`src/rtl/fpu_div_seq.sv`:
```
// Sequencer in front of the fp16 divider: request FIFO, start/done handshake, response slot, divider re-arm.
// Optional macro FPU_DIV_SPECIAL_BYPASS_EN answers inf/NaN/zero operand cases locally, leaving the divider idle.
module fpu_div_seq #(
    parameter int DEPTH  = 4,
    parameter int TAG_W  = 4,
    parameter int FLAG_W = 5
) (
    input  logic              clock,
    input  logic              reset,
    input  logic              reqValid,
    output logic              reqReady,
    input  logic [15:0]       reqA,
    input  logic [15:0]       reqB,
    input  logic [TAG_W-1:0]  reqTag,
    output logic              respValid,
    input  logic              respReady,
    output logic [15:0]       respResult,
    output logic [TAG_W-1:0]  respTag,
    output logic [FLAG_W-1:0] respFlags,
    output logic [3:0]        respCC,
    output logic              divStart,
    output logic              divReset,
    output logic [15:0]       divIn1,
    output logic [15:0]       divIn2,
    input  logic [15:0]       divOut,
    input  logic              divDone,
    input  logic [3:0]        divCC,
    input  logic [FLAG_W-1:0] divFlags
);
    localparam int PTR_W = $clog2(DEPTH);
    localparam logic [PTR_W:0]   FULL_CNT = (PTR_W+1)'(DEPTH);
    localparam logic [PTR_W:0]   CNT_ONE  = (PTR_W+1)'(1);
    localparam logic [PTR_W-1:0] PTR_ONE  = PTR_W'(1);

    localparam logic [1:0] IDLE   = 2'd0;
    localparam logic [1:0] LAUNCH = 2'd1;
    localparam logic [1:0] WAIT   = 2'd2;
    localparam logic [1:0] CLEAR  = 2'd3;

    logic [15:0]       mem_a   [DEPTH];
    logic [15:0]       mem_b   [DEPTH];
    logic [TAG_W-1:0]  mem_tag [DEPTH];
    logic [PTR_W-1:0]  wr_ptr_reg;
    logic [PTR_W-1:0]  rd_ptr_reg;
    logic [PTR_W:0]    count_reg;

    logic [1:0]        state_reg;
    logic [15:0]       op_a_reg;
    logic [15:0]       op_b_reg;
    logic [TAG_W-1:0]  op_tag_reg;

    logic              resp_valid_reg;
    logic [15:0]       resp_result_reg;
    logic [TAG_W-1:0]  resp_tag_reg;
    logic [FLAG_W-1:0] resp_flags_reg;
    logic [3:0]        resp_cc_reg;

    logic              push;
    logic              pop;
    logic [15:0]       head_a;
    logic [15:0]       head_b;
    logic [TAG_W-1:0]  head_tag;

    // Full is judged on the registered count, so a pop frees a slot only from the next cycle.
    assign reqReady = !reset && (count_reg != FULL_CNT);
    assign push     = reqValid && reqReady;
    assign pop      = (state_reg == IDLE) && (count_reg != '0) && !resp_valid_reg;
    assign head_a   = mem_a[rd_ptr_reg];
    assign head_b   = mem_b[rd_ptr_reg];
    assign head_tag = mem_tag[rd_ptr_reg];

    always_ff @(posedge clock) begin
        if (push) begin
            mem_a[wr_ptr_reg]   <= reqA;
            mem_b[wr_ptr_reg]   <= reqB;
            mem_tag[wr_ptr_reg] <= reqTag;
        end
    end

    always_ff @(posedge clock or posedge reset) begin
        if (reset) begin
            wr_ptr_reg <= '0;
            rd_ptr_reg <= '0;
            count_reg  <= '0;
        end else begin
            if (push)
                wr_ptr_reg <= wr_ptr_reg + PTR_ONE;
            if (pop)
                rd_ptr_reg <= rd_ptr_reg + PTR_ONE;
            if (push && !pop)
                count_reg <= count_reg + CNT_ONE;
            else if (!push && pop)
                count_reg <= count_reg - CNT_ONE;
        end
    end

`ifdef FPU_DIV_SPECIAL_BYPASS_EN
    localparam logic [FLAG_W-1:0] FLAG_NV = FLAG_W'(16);
    localparam logic [FLAG_W-1:0] FLAG_DZ = FLAG_W'(8);

    logic              a_nan, a_inf, a_zero, b_nan, b_inf, b_zero, q_sign;
    logic              is_special;
    logic [15:0]       byp_result;
    logic [FLAG_W-1:0] byp_flags;

    always_comb begin
        a_nan      = (head_a[14:10] == 5'h1F) && (head_a[9:0] != '0);
        a_inf      = (head_a[14:10] == 5'h1F) && (head_a[9:0] == '0);
        a_zero     = (head_a[14:0] == '0);
        b_nan      = (head_b[14:10] == 5'h1F) && (head_b[9:0] != '0);
        b_inf      = (head_b[14:10] == 5'h1F) && (head_b[9:0] == '0);
        b_zero     = (head_b[14:0] == '0);
        q_sign     = head_a[15] ^ head_b[15];
        is_special = 1'b1;
        byp_result = '0;
        byp_flags  = '0;
        if (a_nan || b_nan || (a_zero && b_zero) || (a_inf && b_inf)) begin
            byp_result = 16'h7E00;
            byp_flags  = FLAG_NV;
        end else if (a_inf) begin
            byp_result = {q_sign, 15'h7C00};
        end else if (b_zero) begin
            byp_result = {q_sign, 15'h7C00};
            byp_flags  = FLAG_DZ;
        end else if (b_inf || a_zero) begin
            byp_result = {q_sign, 15'h0000};
        end else begin
            is_special = 1'b0;
        end
    end
`endif

    always_ff @(posedge clock or posedge reset) begin
        if (reset) begin
            state_reg       <= IDLE;
            op_a_reg        <= '0;
            op_b_reg        <= '0;
            op_tag_reg      <= '0;
            resp_valid_reg  <= 1'b0;
            resp_result_reg <= '0;
            resp_tag_reg    <= '0;
            resp_flags_reg  <= '0;
            resp_cc_reg     <= '0;
        end else begin
            if (resp_valid_reg && respReady)
                resp_valid_reg <= 1'b0;
            case (state_reg)
                IDLE: begin
                    if (pop) begin
`ifdef FPU_DIV_SPECIAL_BYPASS_EN
                        if (is_special) begin
                            resp_valid_reg  <= 1'b1;
                            resp_result_reg <= byp_result;
                            resp_tag_reg    <= head_tag;
                            resp_flags_reg  <= byp_flags;
                            resp_cc_reg     <= {(byp_result[14:0] == '0), 1'b0, byp_result[15], 1'b0};
                        end else begin
                            op_a_reg   <= head_a;
                            op_b_reg   <= head_b;
                            op_tag_reg <= head_tag;
                            state_reg  <= LAUNCH;
                        end
`else
                        op_a_reg   <= head_a;
                        op_b_reg   <= head_b;
                        op_tag_reg <= head_tag;
                        state_reg  <= LAUNCH;
`endif
                    end
                end
                LAUNCH: state_reg <= WAIT;
                WAIT: begin
                    if (divDone) begin
                        resp_valid_reg  <= 1'b1;
                        resp_result_reg <= divOut;
                        resp_tag_reg    <= op_tag_reg;
                        resp_flags_reg  <= divFlags;
                        resp_cc_reg     <= divCC;
                        state_reg       <= CLEAR;
                    end
                end
                CLEAR: state_reg <= IDLE;
                default: state_reg <= IDLE;
            endcase
        end
    end

    // The divider only leaves DONE through reset, so CLEAR doubles as its re-arm pulse.
    assign divStart   = (state_reg == LAUNCH);
    assign divReset   = reset || (state_reg == CLEAR);
    assign divIn1     = op_a_reg;
    assign divIn2     = op_b_reg;
    assign respValid  = resp_valid_reg;
    assign respResult = resp_result_reg;
    assign respTag    = resp_tag_reg;
    assign respFlags  = resp_flags_reg;
    assign respCC     = resp_cc_reg;
endmodule

```
`config.mk`:
```
export PLATFORM = sky130hd
export DESIGN_NAME = fpu_div_seq
export DESIGN_NICKNAME = d
export VERILOG_FILES = /design/src/rtl/fpu_div_seq.sv
export SDC_FILE = /design/constraint.sdc
export NUM_CORES = 1
export LEC_CHECK = 0
export BUFFER_PORTS_ARGS = -buffer_cell sky130_fd_sc_hd__buf_2
export CAP_MARGIN = 40
export CORE_ASPECT_RATIO = 1.5
export CORE_MARGIN = 2
export CORE_UTILIZATION = 56
export DETAILED_ROUTE_END_ITERATION = 10
export HOLD_SLACK_MARGIN = 0.02
export PLACE_DENSITY_LB_ADDON = 0.1
export SLEW_MARGIN = 20
export SYNTH_ARGS = -nofsm -noshare
export SYNTH_HDL_FRONTEND = slang
export SYNTH_SLANG_ARGS = --single-unit
```
`constraint.sdc`:
```
create_clock -name clock -period 3.2 [get_ports clock]
set_input_delay 0.64 -clock clock [delete_from_list [all_inputs] [get_ports clock]]
set_output_delay 0.64 -clock clock [all_outputs]
set_load 0.1 [all_outputs]
```
### After elaboration in Yosys (flattened, before gate mapping)

Memories as Yosys holds them, arrays and structs flattened. A register that Yosys moved wholly into a read port is not among the register bits.
Index checks and enable logic that the tools add are counted.
Widths: inputs -> output; s select.

* flip-flop bits (word level): 39
* bits in writable memories: 144
* bits of input ports: 66
* output and inout port bits: 65
* word-level logic and storage cells: 50
* memories: 3

* add/subtract/negate cells: 4
* eq/ne operators: 6
* mux-type cells: 10
* reductions and logical operators: 18

Memories
* mem_a: depth 4, bits a word 16, rd ports 1, clocked after Yosys merged registers in 1, wr ports 1, line 40 `logic [15:0] mem_a [DEPTH];`
* mem_b: depth 4, bits a word 16, rd ports 1, clocked after Yosys merged registers in 1, wr ports 1, line 41 `logic [15:0] mem_b [DEPTH];`
* mem_tag: depth 4, bits a word 4, rd ports 1, clocked after Yosys merged registers in 1, wr ports 1, line 42 `logic [TAG_W-1:0] mem_tag [DEPTH];`

Operator list (count)
* $pmux 2 s4: 1
* $logic_and 1x1->1: 7
* $mux 3: 2
* $reduce_and 2->1: 3
* $mux 1: 5
* $add 2x1->2 const B: 2
* $eq 2x2->1 const B: 2
* $logic_not 1->1: 4
* $mux 2: 2
* $ne 2x2->1 const B: 2
* $add 3x1->3 const B: 1
* $ne 3x3->1 const B: 1
* $reduce_bool 3->1: 1
* $sub 3x1->3 const B: 1
* $eq 2x1->1 const B: 1
* $logic_not 2->1: 1
* $reduce_bool 2->1: 1
* $logic_or 1x1->1: 1

### Longest topological paths before layout

* depth after elaboration: 7
* mapped depth: 11
* mapped depth without buffers: 10

### Worst setup path after synthesis

Ideal clock, no wire load.

* kind: input -> output
* start point: input port reset
* end point: output port reqReady
* data arrival time: 2.101 ns
* required time: 2.560 ns
* slack: 0.459 ns
* cell stages on the path: 1
* buffers on the path: 0
* cells stage by stage: a21oi_1

* longest elaborated chain between the ends: 2

Ends and longest elaborated chain
* start: declaration: line 9 `input logic reset,`
* $logic_not 1->1 (no source line)
* $logic_and 1x1->1: line 65 `assign reqReady = !reset && (count_reg != FULL_CNT);`
* end: declaration: line 11 `output logic reqReady,`

Every way passes these cells.

### Final worst setup path

* start point: register state_reg[0]
* end point: output port divReset

* longest elaborated chain between the ends: 2

Ends and longest elaborated chain
* start: declaration: line 47 `logic [1:0] state_reg;`
* start signal: assignment: line 135 `state_reg <= IDLE;`
* start signal: assignment: line 167 `state_reg <= LAUNCH;`
* start signal: assignment: line 171 `LAUNCH: state_reg <= WAIT;`
* $eq 2x2->1: line 190 `assign divReset = reset || (state_reg == CLEAR);`
* $logic_or 1x1->1: line 190
* end: declaration: line 22 `output logic divReset,`

Every way passes these cells.

==> run_results.csv <==
group,metric,value,unit
run_status,status,"complete, no violations",
layout,synthToLayoutAreaGrowth,19.0,%
timing,clock_skew,19.3,ps
layout,layout.nets,611,
route,num_vias,3993,
die,rows,54,
placed_design,dp_hpwl,9570,µm
route,first_iter_violations,225,
die,die_w,104,µm
clock_network,h-tree-depth,1,
timing,slew_headroom,0.521,
timing,drv_slew,0,
global_route,grt_start_max_net_pins,42,
clock_network,cts_made_buffers,20,
synthesis,yosys_register_bits,219,
timing,grt_setup_unrepaired,"no",
global_route,grt_overflow_total,0,
critical_path,crit_arrival,1670,ps
clock_network,post_cts_resized,0,
layout,drive_above_1_share,0.521,
critical_path,critPathLaunchType,"register",
timing,period_minus_slack,2310,ps
clock_network,cts_tree,"built",
route,drcViolationCount,0,
synthesis,synth_area,0.00833,mm²
layout,final_util,0.682,
clock_network,postCtsSetupBuffers,0,
synthesis,synth-async-reset-ratio,0.342,
clock_network,clk_path_buf_depth,3,
layout,stdcell_area,0.00991,mm²
synthesis,yosysSeqAreaShare,0.745,
layout,layout_common_cells,"144 x edfxtp_1, 130 x buf_2, 73 x dfrtp_1",
critical_path,critPathKind,"reg2out",
route,via_per_inst,5.37,
die,die_height,153,µm
die,initial_utilization,0.573,
placed_design,io_buffers,130,
critical_path,crit_path_max_fanout,4,
route,dr.pass1.iters,4,
route,ant_nets,0,
critical_path,cp.required,2560,ps
synthesis,netlist.area_leader.share,0.519,
die,ios,131,
placed_design,placed_area,0.00925,mm²
global_route,grt_pass1_vias,4379,
timing,tightest_slew,718,ps
synthesis,postSynthCellCount,384,
timing,max_freq,433,MHz
job,drv_cap,0,
layout,final_common_cell,"edfxtp_1",
timing,fin_setup_tns,0,ps
synthesis,synth_top_cell_by_area,"edfxtp_1",
clock_network,hold_buffers,0,
clock_network,cts.sink_count,219,
clock_network,clk_pin_slew,70,ps
synthesis,yosys_warnings,0,
critical_path,reg2regPathDepth,4,
critical_path,reg2reg_setup_slack,900,ps
synthesis,post_synth_num_cell_types,29,
synthesis,avgSynthCellArea,21.7,µm²
route,wl_per_cell,19.7,µm
worst_hold_path,hold_path_class,"in2async",
route,routed_wl,14600,µm
global_route,antenna_found_initial,0,
die,die-area,0.0159,mm²
synthesis,synthTopCellsByArea,"edfxtp_1 52%, dfrtp_1 23%, mux4_2 9.7%, mux2_2 6.4%, mux2_4 3.2%",
die,core-area,0.0145,mm²
layout,antenna_cells,0,
clock_network,clk_root_buffer_cell,"clkbuf_16",
timing,layout_worst_path_cycle_share,0.721,
synthesis,synthFlopType,"edfxtp_1",
synthesis,synth-edff-count,144,
critical_path,cp-end-kind,"primary output",
clock_network,clk_latency,490,ps
timing,finalSetupViolCount,0,
synthesis,mappedNetlistNets,461,
global_route,grt_pass1_wl,23800,µm
layout,reg_top3,"mem_a: 64 flops, mem_b: 64 flops",
global_route,grtUsageTotal,0.192,
timing,final_hold_viol_count,0,
placed_design,place.gp.congestion,0.725,
synthesized netlist by cell type (all sizes together) (2+ instances only):
master  instances
and2            5
buf            10
clkbuf          5
dfrtp          75
edfxtp        144
ha             10
inv            10
mux2           68
mux4           36
nor2            3
o21ai           2
xnor2           2
xor2            4
path summary, 6_finish.rpt:
check | start | to
worst max-delay path | state_reg[0] | divReset
worst min-delay path | reset | divIn1[4]
worst max register to register | count_reg[0] | mem_a[0][10]
worst min register to register | respResult[10] | respResult[10]
max in group asynchronous | reset | respFlags[2]
min in group clock | respReady | respValid
logic make-up after synthesis:
kind of cell / count (synthesis) / share of synthesized area
AOI/OAI and AO/OA: 6 / 0.00541
and+or+nand+nor: 13 / 0.0102
muxes: 104 / 0.197
xor gates and xnor gates: 6 / 0.00631
DFF: 219 / 0.745
adders and majority gates: 11 / 0.0174
buffers and inverters: 25 / 0.0185
area by class of cell:
cell class | instances | area, µm²
flip-flops and latches | 219 | 6200
fillers | 939 | 4610
multi-input cells | 140 | 1980
repair buffers | 143 | 781
clock buffers | 26 | 564
well taps | 196 | 245
clock inverters | 9 | 96.3
inverters | 10 | 38.8
routing by layer:
metal  vias to the layer above  track usage  part of all wire
li1                       1799            -                 -
met1                      2043        0.241              0.39
met2                       131        0.348              0.54
met3                        20       0.0311             0.047
met4                         0       0.0541             0.018
met5                         -            0                 0
stage by stage:
step           hold slack, ps  setup slack [ps]  cells
2_1_floorplan             477               459    384
3_3_place_gp              472               713    707
3_5_place_dp              488               652    708
4_1_cts                   295               850    743
5_1_grt                   335               728    743
6_report                  286               893    743
worst max-delay path: stages, from the launching register on:
cell,delay (ps)
dfrtp_1,420
ha_1,220
or2_2,270
buf_2,290
Power is left out: the tool's default activity adds up to more than one toggle a clock period on the data nets, which glitch-free logic cannot reach.
